`src/rtl/stream_aligner.sv`:
```
// ---------------------------------------------------------------------------
// stream_aligner
//   Realigns a packetized word stream by a per-packet bit offset. Output word
//   k of a packet is bits [ofs + k*DATA +: DATA] of the little-endian
//   concatenation of that packet's input words. A packet of N input words
//   always yields N output words; the last one carries out_last.
//
//   Build option: STREAM_ALIGNER_ZPAD_EN
//     defined   : final word = H >> ofs (upper ofs bits zero)
//     undefined : final word = H rotated right by ofs
//
// Ports
//   clk        clock
//   reset      synchronous active-high reset
//   cfg_ofs    bit offset, sampled when the first word of a packet is accepted
//   in_valid   input word valid
//   in_ready   input word accepted when in_valid && in_ready
//   in_data    input word
//   in_last    final input word of a packet
//   out_valid  output word valid
//   out_ready  consumer ready
//   out_data   aligned output word
//   out_last   final output word of a packet
// ---------------------------------------------------------------------------

// Barrel shifter by index. Rotation is taken from a doubled copy of the
// input; the result is truncated to OUT_W bits.
module sa_shifter #(
  parameter int WIDTH    = 16,
  parameter int SHAMT    = 3,
  parameter int OUT_W    = WIDTH,
  parameter bit ROTATE   = 1'b0,
  parameter bit TO_RIGHT = 1'b1
) (
  input  logic [WIDTH-1:0] i_data,
  input  logic [SHAMT-1:0] i_shamt,
  output logic [OUT_W-1:0] o_data
);
  generate
    if (ROTATE && TO_RIGHT) begin : g_ror
      assign o_data = OUT_W'({i_data, i_data} >> i_shamt);
    end else if (ROTATE) begin : g_rol
      assign o_data = OUT_W'(({i_data, i_data} << i_shamt) >> WIDTH);
    end else if (TO_RIGHT) begin : g_shr
      assign o_data = OUT_W'(i_data >> i_shamt);
    end else begin : g_shl
      assign o_data = OUT_W'(i_data << i_shamt);
    end
  endgenerate
endmodule

module stream_aligner #(
  parameter int DATA = 32,
  parameter int OFS  = $clog2(DATA)
) (
  input  logic            clk,
  input  logic            reset,
  input  logic [OFS-1:0]  cfg_ofs,
  input  logic            in_valid,
  output logic            in_ready,
  input  logic [DATA-1:0] in_data,
  input  logic            in_last,
  output logic            out_valid,
  input  logic            out_ready,
  output logic [DATA-1:0] out_data,
  output logic            out_last
);

  localparam bit ENABLE  = 1'b1;
  localparam bit DISABLE = 1'b0;

  typedef enum logic [1:0] {
    S_IDLE  = 2'd0,
    S_HOLD  = 2'd1,
    S_FLUSH = 2'd2
  } state_t;

  state_t          r_state;
  logic [DATA-1:0] r_hold;
  logic [OFS-1:0]  r_ofs;
  logic            r_out_valid;
  logic [DATA-1:0] r_out_data;
  logic            r_out_last;

  logic            w_slot_free;
  logic            w_accept;
  logic [DATA-1:0] w_mid_word;
  logic [DATA-1:0] w_flush_word;

  assign w_slot_free = !r_out_valid || out_ready;

  // IDLE only captures into H, so it never depends on the output slot.
  always_comb begin
    in_ready = 1'b0;
    case (r_state)
      S_IDLE:  in_ready = 1'b1;
      S_HOLD:  in_ready = w_slot_free;
      default: in_ready = 1'b0;
    endcase
  end

  assign w_accept = in_valid && in_ready;

  // Window over the new word and the held word: {in_data, H} >> ofs.
  sa_shifter #(
    .WIDTH    (2*DATA),
    .SHAMT    (OFS),
    .OUT_W    (DATA),
    .ROTATE   (DISABLE),
    .TO_RIGHT (ENABLE)
  ) u_shift_mid (
    .i_data   ({in_data, r_hold}),
    .i_shamt  (r_ofs),
    .o_data   (w_mid_word)
  );

`ifdef STREAM_ALIGNER_ZPAD_EN
  assign w_flush_word = r_hold >> r_ofs;
`else
  sa_shifter #(
    .WIDTH    (DATA),
    .SHAMT    (OFS),
    .OUT_W    (DATA),
    .ROTATE   (ENABLE),
    .TO_RIGHT (ENABLE)
  ) u_shift_flush (
    .i_data   (r_hold),
    .i_shamt  (r_ofs),
    .o_data   (w_flush_word)
  );
`endif

  always_ff @(posedge clk) begin
    if (reset) begin
      r_state     <= S_IDLE;
      r_hold      <= '0;
      r_ofs       <= '0;
      r_out_valid <= 1'b0;
      r_out_data  <= '0;
      r_out_last  <= 1'b0;
    end else begin
      // Drain first; a reload below in the same cycle overrides it.
      if (r_out_valid && out_ready) begin
        r_out_valid <= 1'b0;
      end

      case (r_state)
        S_IDLE: begin
          if (w_accept) begin
            r_hold  <= in_data;
            r_ofs   <= cfg_ofs;
            r_state <= in_last ? S_FLUSH : S_HOLD;
          end
        end

        S_HOLD: begin
          if (w_accept) begin
            r_out_data  <= w_mid_word;
            r_out_valid <= 1'b1;
            r_out_last  <= 1'b0;
            r_hold      <= in_data;
            r_state     <= in_last ? S_FLUSH : S_HOLD;
          end
        end

        S_FLUSH: begin
          if (w_slot_free) begin
            r_out_data  <= w_flush_word;
            r_out_valid <= 1'b1;
            r_out_last  <= 1'b1;
            r_state     <= S_IDLE;
          end
        end

        default: r_state <= S_IDLE;
      endcase
    end
  end

  assign out_valid = r_out_valid;
  assign out_data  = r_out_data;
  assign out_last  = r_out_last;

endmodule

```
`config.mk`:
```
export PLATFORM = sky130hd
export DESIGN_NAME = stream_aligner
export DESIGN_NICKNAME = d
export VERILOG_FILES = /design/src/rtl/stream_aligner.sv
export SDC_FILE = /design/constraint.sdc
export NUM_CORES = 1
export LEC_CHECK = 0
export BUFFER_PORTS_ARGS = -buffer_cell sky130_fd_sc_hd__buf_2
export CAP_MARGIN = 15
export CELL_PAD_IN_SITES_DETAIL_PLACEMENT = 1
export CELL_PAD_IN_SITES_GLOBAL_PLACEMENT = 1
export CORE_ASPECT_RATIO = 1.5
export CORE_MARGIN = 3
export CORE_UTILIZATION = 49
export DETAILED_ROUTE_END_ITERATION = 6
export GPL_TIMING_DRIVEN = 0
export HOLD_SLACK_MARGIN = 0.02
export PLACE_DENSITY = 0.83
export SLEW_MARGIN = 20
export SYNTH_ARGS = -nofsm -noshare
export SYNTH_HDL_FRONTEND = slang
export SYNTH_HIERARCHICAL = 1
export SYNTH_SLANG_ARGS = --single-unit
```
`constraint.sdc`:
```
create_clock -name clk -period 2.7 [get_ports clk]
set_input_delay 0.405 -clock clk [delete_from_list [all_inputs] [get_ports clk]]
set_output_delay 0.405 -clock clk [all_outputs]
set_load 0.01 [all_outputs]
```
Word-level counts from Yosys, hierarchy flattened

Cells that the tools add are included.

Logic and storage cells: 39
Input port bits: 42
Register bits: 73
Output and inout bits: 35

Equality and inequality tests: 5
Mux-type cells: 15
Reductions and logical operators: 11
Shifts and indexed selects: 2

Operator list:

| cell                                                                    | count |
|---|---|
| 64-bit by 5-bit >> shifter with 32-bit output                           | 2 |
| 32-bit 2-to-1 mux                                                       | 2 |
| 32-bit case mux with 2 select lines                                     | 1 |
| 2-bit 2-to-1 mux                                                        | 3 |
| 1-bit case mux with 2 select lines                                      | 3 |
| 2-bit AND reduction                                                     | 3 |
| 1-bit 2-to-1 mux                                                        | 5 |
| 2-bit inequality test, second input constant                            | 2 |
| 2-bit case mux with 2 select lines                                      | 1 |
| 3-bit AND reduction                                                     | 1 |
| 2-bit by 1-bit equality test with 1-bit output, second input constant   | 1 |
| 2-bit equality test, second input constant                              | 1 |
| 1-bit logical AND                                                       | 2 |
| 2-bit zero test                                                         | 1 |
| 2-bit by 1-bit inequality test with 1-bit output, second input constant | 1 |
| 2-bit nonzero test                                                      | 1 |
| 2-bit OR reduction                                                      | 1 |
| 1-bit zero test                                                         | 1 |
| 1-bit logical OR                                                        | 1 |

Longest topological paths before layout

Gate-level depths: netlist of the first run.

Word-level depth: 6
Depth in mapped cells: 10
Mapped depth without buffers: 6

Hierarchy

The synthesis of the first run kept the hierarchy.

Modules (own cells, without submodules):

| module                      | area an instance (um^2) | times used | cells each |
|---|---|---|---|
| sa_shifter at u_shift_mid   | 3261.9                  | 1          | 359 |
| stream_aligner              | 3148.0                  | 1          | 342 |
| sa_shifter at u_shift_flush | 1946.9                  | 1          | 116 |

Worst setup path after synthesis of the first run

Ideal clock, no wire load.

Kind: register -> register
From: register r_ofs[4]
To: register r_out_data[13] (netlist: out_data[13])
Slack: 0.352 ns
Data required time: 2.554 ns
Data arrival time: 2.202 ns
Cell stages (with the launch flop): 7
Clock period less this slack: 2.348 ns
Cells stage by stage: dfxtp_1 buf_2 buf_1 mux4_2 mux2_2 mux2i_1 a211oi_2

Word-level cells in the longest chain between the ends: 3
Elaborated cells between the ends (all ways): 5
Those cells by class: shift: 2; mux: 3

Ends and longest elaborated chain:

| what                                          | RTL line | RTL |
|---|---|---|
| from (decl)                                   | 80       | `logic [OFS-1:0] r_ofs;` |
| from (signal assigned)                        | 151      | `r_ofs <= cfg_ofs;` |
| 64-bit by 5-bit >> shifter with 32-bit output | 41       | `assign o_data = OUT_W'({i_data, i_data} >> i_shamt);` |
| named net w_flush_word[13]                    | 88       | `logic [DATA-1:0] w_flush_word;` |
| 32-bit 2-to-1 mux                             | 167      | `if (w_slot_free) begin` |
| 32-bit case mux with 2 select lines           | 147      | `case (r_state)` |
| to (signal assigned)                          | 158      | `r_out_data <= w_mid_word;` |
| to (signal assigned)                          | 168      | `r_out_data <= w_flush_word;` |
| to (decl)                                     | 82       | `logic [DATA-1:0] r_out_data;` |

The timed path passes the listed nets, and every way through them passes these cells. The select of a mux whose other input is x is not followed.
A chain may end at the register's enable or synchronous reset.

Worst setup path in the final report of the first run

From: register r_ofs[1]
To: register r_out_data[28] (netlist: out_data[28])

Word-level cells in the longest chain between the ends: 3
Elaborated cells between the ends (all ways): 5
Those cells by class: shift: 2; mux: 3

Ends and longest elaborated chain:

| what                                          | RTL line | RTL |
|---|---|---|
| 64-bit by 5-bit >> shifter with 32-bit output | 45       | `assign o_data = OUT_W'(i_data >> i_shamt);` |
| named net w_mid_word[28]                      | 87       | `logic [DATA-1:0] w_mid_word;` |
| 32-bit 2-to-1 mux                             | 157      | `if (w_accept) begin` |
| 32-bit case mux with 2 select lines           | 147      |  |

The timed path passes the listed nets, and every way through them passes these cells. The select of a mux whose other input is x is not followed.

==> flow_summary_export.csv, run 1 <==
group,metric,value,unit
logic_synthesis,ys.flop_type,"dfxtp_1",
grt,overflow,0,
logic_synthesis,postSynthCellCount,817,
logic_synthesis,ys_seq_area_share,17.5,%
clocking,clock-sinks,73,
grt,grt_util_met1,48.1,%
logic_synthesis,syn_area_per_cell,10.2,sq um
grt,grt_pass1_vias,8781,
power,clkPwrFrac,26.5,%
logic_synthesis,yosysMostFrequentCell,"mux4_2",
outcome,outcome,"finished, violations left",
routing,drt_iter0_drc,1136,
flow_run,cap_viol_max_count,0,
critical_path,critPathBufInv,3,
clocking,cts_buffers,9,
critical_path,criticalPathCategory,"reg2reg",
logic_synthesis,ys_types,54,
logic_synthesis,synth_warnings,6,
power,p_seq_share,26.7,%
critical_path,cp-start-kind,"flop",
logic_synthesis,synth_common_cells,"mux4_2 (97), mux2i_1 (89), mux2_2 (77)",
floorplan,initial_core_util,50.7,%
sta,setup_slack,-85.0,ps
logic_synthesis,synth.cell_area,0.00836,sq mm
power,switchingPower,2130,uW
power,peakVddDrop,500,uV
place,placed_area,0.00899,sq mm
floorplan,io_pins,77,
final_layout,area_growth,17.2,%
clocking,root_buffer,"clkbuf_16",
power,p_leak,0.00337,uW
routing,drc,0,
sta,rsz0062_at_grt,"yes",
critical_path,slowest_delay,560,ps
final_layout,drive_gt1_share,44.2,%
critical_path,cp_cell_sequence,"buf_6 > buf_8 > buf_6 > mux2i_1 > mux4_2 > a2bb2oi_1 > nand3_1 > mux2i_1 > a211oi_1",
sta,hold_violations,0,
place,post-dp-hpwl,28800,um
power,fin_total_pwr,5060,uW
routing,first_pass_iters,5,
place,place_congestion,1.01,
grt,grt_busiest_layer,"met2",
floorplan,coreArea,0.0165,sq mm
sta,fin_crit,2790,ps
sta,fmax,359,MHz
hold_path,hp-class,"in2reg",
logic_synthesis,ys_ff_latch,73,
logic_synthesis,synth_top_area_cell,"mux4_2",
grt,grt_max_degree,15,
outcome,violations,"negative setup slack",
final_layout,fin_cells,1113,
power,power_density,516,mW/mm^2
clocking,htree_levels,3,
power,p_sw_share,42.1,%
sta,period_share,103,%
logic_synthesis,synth_area_leaders,"mux4_2 (26%), dfxtp_1 (17%), mux2i_1 (11%)",
logic_synthesis,synth_nets,862,
grt,grt.met3_usage,7.00,%
sta,relSlewSlack,49.1,%
routing,post_drt_wl_per_cell,35.0,um
critical_path,cp_max_fo,10,
grt,grt_util_met2,64.7,%
place,io_buffer_count,75,
clocking,cts.clk_slew.worst_paths,70,ps
logic_synthesis,yosysTopAreaCellShare,26.1,%
clocking,cts-hold-fix-buffers,0,
sta,drv_slew,0,
final_layout,stdcell_area,0.00980,sq mm
sta,holdWs,289,ps
critical_path,required,2920,ps
floorplan,rows,57,
grt,antenna_found_initial,0,
floorplan,die_y,166,um
critical_path,cp.arrival,3000,ps
logic_synthesis,synthArstFlopShare,0,%
sta,tightest_slew,764,ps
critical_path,cp_top_family,"multiplexers",
logic_synthesis,synth_edf_count,0,
critical_path,crit_path_end_kind,"flop",
final_layout,nNetsFinal,947,
sta,clock_skew,9.65,ps
grt,grt_pass1_wl,56800,um
power,pwr-share-comb,46.8,%
floorplan,die_w,113,um
routing,viasPerCell,7.84,
place,place_inst,1098,
clocking,clk_latency,360,ps
power,p_int,2930,uW
routing,ant_nets,0,
sta,finalSetupViolations,2,
grt,grtUsageTotal,39.9,%
critical_path,slowest_stage,"mux2i_1",
clocking,cts_tree,"yes",
final_layout,diodes,0,
routing,vias,8727,
clocking,clockBufferDepth,2,
routing,routed_wirelength,38900,um
floorplan,dieArea,0.0187,sq mm
-- final timing paths --
check / startpoint / endpoint / slack (ps) / depth (start not counted)
max: r_ofs[1]$_SDFFE_PP0P_ / out_data[28]$_SDFFE_PP0P_ / -90 / 9
min: cfg_ofs[3] / r_ofs[3]$_SDFFE_PP0P_ / 290 / 3
max reg2reg: r_ofs[1]$_SDFFE_PP0P_ / out_data[28]$_SDFFE_PP0P_ / -90 / 9
min reg2reg: r_ofs[1]$_SDFFE_PP0P_ / r_ofs[1]$_SDFFE_PP0P_ / 490 / 2
-- stage by stage --
stage / util (%) / setup TNS [ps] / setup WS, ps
after floorplan: - / 0 / 352
after detailed placement: 54.6 / -9910 / -523
final: 59.5 / -85.8 / -85.0
after global placement: 54.6 / -9470 / -530
after global routing: 59.5 / -278 / -75.6
after CTS: 57.8 / -16.5 / -14.0
-- state kept, by name (all words and copies together), names as in the netlist --
register / flops
out_data: 32
out_last: 1
out_valid: 1
r_hold: 32
r_ofs: 5
r_state: 2
-- power groups by stage --
stage / sequential (uW) / combinational, uW / clock [uW]
final: 1350 / 2370 / 1340
after global routing: 1360 / 2460 / 1390
after CTS: 1340 / 2170 / 1340
after detailed placement: 1360 / 2070 / 0
after global placement: 1350 / 2050 / 0
after floorplan: 1330 / 1380 / 0
-- worst min-delay path: stages --
cell and delay, ps:
buf_2 90, nand3_1 60, a21oi_1 50
-- per-layer routing --
layer,part of all wire [%],vias to the layer above
met5,0,-
met3,9.7,253
met2,47,755
met4,9.8,0
met1,33,4244
li1,-,3475
-- cell usage in the layout (no fill, tap or decap), types with 9 or more instances in the layout --
master,count
a211oi_1,12
a211oi_2,20
a21oi_1,40
a22oi_1,21
a2bb2oi_1,14
buf_2,89
buf_4,10
buf_6,18
clkbuf_1,25
clkbuf_16,9
dfxtp_1,70
mux2_2,77
mux2i_1,55
mux2i_2,20
mux2i_4,14
mux4_2,97
nand2_1,35
nand3_1,47
nor2_1,49
o21ai_0,37
o22a_1,11
-- timing repair --
item                       CTS  global route
pin swaps                    2             2
gates resized for setup     59            55
setup endpoints to repair   33            30
setup buffers                0             2
-- kinds of logic after synthesis --
logic type,after synthesis,synth area share (%)
buf+inv,95,6.15
mux,263,47.2
compound gates,212,18.9
fa+ha+maj,3,0.449
simple gates,171,9.81
flops,73,17.5
-- final cells by class --
cell class / count / area [sq um]
multi-input cells: 649 / 6740
plain buffers: 85 / 591
flip-flops and latches: 73 / 1470
clock buffers: 10 / 239
inverters: 7 / 26.3
well taps: 206 / 258
clock inverters: 6 / 72.6
fillers: 1825 / 6680
repair buffers: 77 / 403
No activity file was read; power rests on OpenSTA's default activity.
==> inputs of run 2 (changes only) <==
--- a/config.mk
+++ b/config.mk
@@ -16,6 +16,7 @@
 export GPL_TIMING_DRIVEN = 0
 export HOLD_SLACK_MARGIN = 0.02
 export PLACE_DENSITY = 0.83
+export SETUP_SLACK_MARGIN = 0.5
 export SLEW_MARGIN = 20
 export SYNTH_ARGS = -nofsm -noshare
 export SYNTH_HDL_FRONTEND = slang
==> run 2 against run 1 <==
Net effect: the flow still finishes with violations (negative setup slack); flip-flop and latch count unchanged; clock power is essentially flat; clock skew is 5.8 ps higher; power rose by 9.8%.
==> flow_summary_export.csv, run 2 (synthesis results as in run 1) <==
group,metric,value,unit
outcome,outcome,"finished, violations left",
outcome,violations,"negative setup slack",
floorplan,die_y,166,um
clocking,clock-sinks,73,
final_layout,nNetsFinal,990,
clocking,root_buffer,"clkbuf_16",
grt,grt_pass1_vias,9472,
sta,clock_skew,15.4,ps
final_layout,fin_util,65.1,%
sta,holdWs,309,ps
critical_path,slowest_delay,780,ps
floorplan,rows,57,
critical_path,slowest_stage,"dfxtp_1",
sta,period_share,106,%
floorplan,io_pins,77,
floorplan,initial_core_util,50.7,%
sta,rsz0062_at_grt,"yes",
grt,antenna_found_initial,2,
clocking,cts_tree,"yes",
final_layout,layout.cells.most_common,"mux4_2",
power,power_density,517,mW/mm^2
critical_path,cp-start-kind,"flop",
sta,drv_slew,0,
floorplan,die_w,113,um
routing,drc,0,
clocking,cts-hold-fix-buffers,0,
routing,vias,9818,
grt,overflow,0,
place,post-place-ws,-488,ps
sta,fmax,350,MHz
critical_path,cp.arrival,3130,ps
sta,finalSetupViolations,4,
floorplan,dieArea,0.0187,sq mm
critical_path,critPathBufInv,0,
sta,hold_violations,0,
final_layout,diodes,0,
critical_path,cp_top_family,"multiplexers",
clocking,clk_latency,370,ps
place,post-dp-hpwl,29300,um
clocking,htree_levels,3,
critical_path,crit_path_end_kind,"flop",
grt,grtUsageTotal,45.5,%
sta,tightest_slew,796,ps
power,peakVddDrop,495,uV
critical_path,cp_cell_sequence,"mux4_2 > mux2_2 > mux2i_4 > o211ai_1 > mux2i_1 > a211oi_1",
final_layout,stdcell_area,0.0107,sq mm
sta,fin_crit,2860,ps
final_layout,fill_cells,1712,
grt,grt_max_degree,15,
clocking,clockBufferDepth,2,
routing,ant_nets,0,
clocking,cts_buffers,9,
critical_path,r2r_slack,-160,ps
hold_path,hp-class,"in2reg",
routing,first_pass_iters,6,
critical_path,cp_max_fo,10,
clocking,cts.clk_slew.worst_paths,70,ps
final_layout,drive_gt1_share,52.1,%
grt,grt_pass1_wl,63500,um
sta,setup_tns,-260,ps
sta,relSlewSlack,46.9,%
place,io_buffer_count,75,
final_layout,area_growth,28.4,%
routing,viasPerCell,8.49,
place,placed_area,0.00903,sq mm
power,p_leak,0.00379,uW
routing,drt_iter0_drc,1512,
routing,post_drt_wl_per_cell,40.9,um
critical_path,required,2970,ps
flow_run,cap_viol_max_count,0,
floorplan,coreArea,0.0165,sq mm
final_layout,layout_common_cells,"mux4_2 (97), buf_2 (89), dfxtp_1 (66)",
critical_path,criticalPathCategory,"reg2reg",
sta,setup_slack,-155,ps
routing,routed_wirelength,47300,um
place,place_congestion,1.02,
## run 2: changes by cell type in the layout (fill, tap and decap cells not counted), moves of 5 or more
cell / previous run / this run
buf_12: 3 / 14
buf_4: 10 / 41
mux2i_4: 14 / 27
mux2i_1: 55 / 30
buf_8: 3 / 10
buf_6: 18 / 9
mux2i_2: 20 / 32
mux2_2: 77 / 61
mux2_4: 0 / 16
a22oi_1: 21 / 16
a22oi_2: 0 / 5
## run 2: worst reg2reg max path, stage by stage, from the launching register on
cell,delay [ps]
dfxtp_1,780
mux4_2,510
mux2_2,290
mux2i_4,110
o211ai_1,620
mux2i_1,220
a211oi_1,240
## run 2: path summary, 6_finish.rpt
path                                   from                   endpoint  cells after the start
setup / recovery    r_hold[30]$_SDFFE_PP0P_  out_data[25]$_SDFFE_PP0P_                      6
hold / removal                   cfg_ofs[3]      r_ofs[3]$_SDFFE_PP0P_                      3
setup reg to reg    r_hold[30]$_SDFFE_PP0P_  out_data[25]$_SDFFE_PP0P_                      6
hold reg to reg   out_data[31]$_SDFFE_PP0P_  out_data[31]$_SDFFE_PP0P_                      2
## run 2: cell type report
| cell class | instances | area [sq um] | share of cell area [%] |
|---|---|---|---|
| Clock inverter | 6 | 72.6 | 0.676 |
| Timing Repair Buffer | 117 | 837 | 7.80 |
| Buffer | 88 | 726 | 6.76 |
| Sequential cell | 73 | 1480 | 13.8 |
| Multi-Input combinational cell | 649 | 7090 | 66.1 |
| Tap cell | 206 | 258 | 2.40 |
| Inverter | 7 | 28.8 | 0.268 |
| Clock buffer | 10 | 239 | 2.23 |
## run 2: per-layer routing
metal / up-vias / global-route usage (%) / share of wire [%]
met5: - / 0 / 0.027
met2: 1141 / 72.2 / 45
met1: 4675 / 52.0 / 31
met3: 427 / 11.7 / 13
li1: 3573 / - / -
met4: 2 / 34.7 / 11
## run 2: power breakdown
part,leakage [uW],switching [uW],internal (uW)
clock network,0.000150,614,755
registers,0.000603,200,1190
logic,0.00304,1600,1190
## run 2: timing repair
action,CTS,global route
gates cloned,3,1
pin swaps,14,14
buffers inserted,18,20
gates resized for setup,152,85
endpoints found under the setup margin,62,34
## run 2: through the flow
step	cells	power [uW]
floorplan	817	2720
global placement	1098	3400
detailed placement	1098	3450
CTS	1135	5080
global route	1156	5620
finish	1156	5550
==> inputs of run 3 (changes only) <==
--- a/config.mk
+++ b/config.mk
@@ -5,17 +5,18 @@
 export SDC_FILE = /design/constraint.sdc
 export NUM_CORES = 1
 export LEC_CHECK = 0
+export ABC_AREA = 1
 export BUFFER_PORTS_ARGS = -buffer_cell sky130_fd_sc_hd__buf_2
 export CAP_MARGIN = 15
 export CELL_PAD_IN_SITES_DETAIL_PLACEMENT = 1
 export CELL_PAD_IN_SITES_GLOBAL_PLACEMENT = 1
 export CORE_ASPECT_RATIO = 1.5
 export CORE_MARGIN = 3
-export CORE_UTILIZATION = 49
+export CORE_UTILIZATION = 42
 export DETAILED_ROUTE_END_ITERATION = 6
 export GPL_TIMING_DRIVEN = 0
 export HOLD_SLACK_MARGIN = 0.02
-export PLACE_DENSITY = 0.83
+export PLACE_DENSITY = 0.82
 export SETUP_SLACK_MARGIN = 0.5
 export SLEW_MARGIN = 20
 export SYNTH_ARGS = -nofsm -noshare
==> run 3 against run 2 <==
Net effect: the flow now finishes without violations; design area fell by 10%; setup slack better by 590 ps; clock skew shrank 8.0 ps; via count rose by 18%; critical endpoint is now out_data[6]$_SDFFE_PP0P_.
==> flow_summary_export.csv, run 3 <==
group,metric,value,unit
sta,clock_skew,7.48,ps
critical_path,cp_max_fo,10,
floorplan,io_pins,77,
logic_synthesis,postSynthCellCount,1458,
grt,grt_max_degree,13,
sta,fmax,441,MHz
floorplan,rows,62,
critical_path,required,2950,ps
sta,fin_crit,2270,ps
logic_synthesis,synth_common_cells,"nand3_1 (665), nand2_1 (359), dfxtp_1 (73)",
routing,viasPerCell,6.40,
final_layout,fill_cells,2838,
critical_path,reg2reg_to,"out_data[6]$_SDFFE_PP0P_",
final_layout,fin_cells,1805,
sta,rsz0062_at_grt,"yes",
critical_path,crit_path_end_kind,"flop",
power,power_density,1260,mW/mm^2
logic_synthesis,synth_nets,1503,
routing,first_pass_iters,6,
sta,period_share,84.0,%
routing,drt_iter0_drc,1090,
final_layout,area_growth,14.9,%
clocking,cts_tree,"yes",
hold_path,hold_path_depth,3,
power,p_sw_share,58.0,%
clocking,clock-sinks,73,
logic_synthesis,yosysTopAreaCellShare,39.8,%
clocking,clockBufferDepth,2,
routing,post_drt_wl_per_cell,25.6,um
final_layout,layout.cells.most_common,"nand3_1",
flow_run,cap_viol_max_count,0,
clocking,cts.clk_slew.worst_paths,60,ps
logic_synthesis,synth_warnings,6,
outcome,outcome,"finished, final reports clean",
logic_synthesis,ys_ff_latch,73,
routing,drc,0,
critical_path,cp-start-kind,"flop",
final_layout,layout_common_cells,"nand3_1 (649), nand2_1 (357), buf_2 (113)",
floorplan,dieArea,0.0217,sq mm
floorplan,die_y,179,um
critical_path,cp.arrival,2510,ps
logic_synthesis,synth_edf_count,0,
final_layout,multi_input_area,0.00617,sq mm
sta,holdWs,314,ps
logic_synthesis,synth_area_leaders,"nand3_1 (40%), dfxtp_1 (17%), nand2_1 (16%)",
logic_synthesis,synth.cell_area,0.00837,sq mm
critical_path,reg2reg_depth,12,
power,clkPwrFrac,11.4,%
power,p_seq_share,14.7,%
logic_synthesis,syn_area_per_cell,5.74,sq um
grt,overflow,0,
place,io_buffer_count,74,
logic_synthesis,synthArstFlopShare,0,%
sta,tightest_slew,700,ps
floorplan,die_w,121,um
place,place_inst,1788,
logic_synthesis,ys.flop_type,"dfxtp_1",
power,p_leak,0.00450,uW
grt,grt_pass1_wl,68200,um
final_layout,stdcell_area,0.00961,sq mm
place,place_congestion,1.12,
place,post-dp-hpwl,37300,um
sta,setup_tns,0,ps
routing,routed_wirelength,46300,um
sta,relSlewSlack,53.4,%
final_layout,nNetsFinal,1589,
clocking,htree_levels,3,
logic_synthesis,ys_seq_area_share,17.5,%
routing,ant_nets,0,
final_layout,diodes,0,
final_layout,fin_util,49.6,%
grt,grtUsageTotal,42.4,%
final_layout,drive_gt1_share,17.8,%
clocking,cts_buffers,9,
grt,antenna_found_initial,0,
floorplan,coreArea,0.0194,sq mm
clocking,root_buffer,"clkbuf_16",
logic_synthesis,yosysMostFrequentCell,"nand3_1",
power,pwr-share-comb,73.9,%
routing,vias,11600,
sta,hold_violations,0,
clocking,clk_latency,360,ps
critical_path,criticalPathCategory,"reg2reg",
floorplan,initial_core_util,43.2,%
final_layout,regArea,0.00147,sq mm
logic_synthesis,synth_top_area_cell,"nand3_1",
power,p_int,5100,uW
place,placed_area,0.00906,sq mm
grt,grt_pass1_vias,11600,
sta,drv_slew,0,
critical_path,reg2reg_from,"r_ofs[1]$_SDFFE_PP0P_",
hold_path,holdCritStartpoint,"cfg_ofs[4]",
power,switchingPower,7040,uW
logic_synthesis,ys_types,26,
sta,finalSetupViolations,0,
power,peakVddDrop,661,uV
critical_path,r2r_slack,430,ps
hold_path,min_to,"r_ofs[4]$_SDFFE_PP0P_",
hold_path,hp-class,"in2reg",
run 3: power by group through the flow:
stage,Sequential (uW),Clock [uW],Combinational (uW)
after CTS,1760,1410,8500
after detailed placement,1780,0,8400
final,1780,1390,8970
after global routing,1800,1440,9580
after floorplan,1660,0,5630
after global placement,1780,0,8250
run 3: critical path, stage by stage, from the launching register on:
cell and delay, ps:
dfxtp_1 350, buf_4 210, inv_2 130, buf_2 280, nand3_1 150, nand3_1 140, nand3_1 130, nand3_1 160
nand2_1 120, mux2i_2 210, nand3_1 140, nand2_1 80, nor2_1 40
run 3: cell families after synthesis:
| kind of cell | share of synthesized area, % |
|---|---|
| AND/OR/NAND/NOR | 63.6 |
| buffers and inverters | 10.3 |
| adder cells (fa/ha/maj) | 0.449 |
| flip-flops | 17.5 |
| multiplexers | 3.83 |
| AO/OA/AOI/OAI | 4.38 |
run 3: final cells by class:
type | instances | share of cell area, %
Multi-Input combinational cell | 1233 | 64.2
Sequential cell | 73 | 15.3
Buffer | 126 | 8.68
Timing Repair Buffer | 75 | 3.93
Tap cell | 256 | 3.33
Clock buffer | 11 | 2.42
Inverter | 26 | 1.15
Clock inverter | 5 | 1.08
run 3: routing by layer:
layer | global-route usage [%] | part of all wire, %
met1 | 42.7 | 34
met2 | 73.2 | 47
met3 | 7.42 | 6.8
met4 | 39.3 | 12
met5 | 0 | 0
run 3: stage by stage:
| stage | power, uW | setup slack, ps |
|---|---|---|
| final | 12100 | 432 |
| after global routing | 12800 | 417 |
| after CTS | 11700 | 501 |
| after detailed placement | 10200 | 316 |
| after global placement | 10000 | 378 |
| after floorplan | 7300 | 1150 |
run 3: repair_timing:
item	CTS	global route
buffers inserted	1	0
pin swaps	1	2
hold buffers	0	0
resized for setup	13	62
setup endpoints to repair	29	32
run 3: worst max path at each step:
| stage | cells after the start | end | slack [ps] | from |
|---|---|---|---|---|
| 3_3_place_gp | 9 | out_data[6]$_SDFFE_PP0P_ | 380 | r_ofs[3]$_SDFFE_PP0P_ |
| 5_1_grt | 13 | out_data[18]$_SDFFE_PP0P_ | 420 | r_ofs[0]$_SDFFE_PP0P_ |
| 4_1_cts | 13 | out_data[30]$_SDFFE_PP0P_ | 500 | r_ofs[1]$_SDFFE_PP0P_ |
| 3_5_place_dp | 9 | out_data[6]$_SDFFE_PP0P_ | 320 | r_ofs[3]$_SDFFE_PP0P_ |
| 2_1_floorplan | 13 | out_data[3]$_SDFFE_PP0P_ | 1150 | r_ofs[0]$_SDFFE_PP0P_ |
| 6_report | 12 | out_data[6]$_SDFFE_PP0P_ | 430 | r_ofs[1]$_SDFFE_PP0P_ |
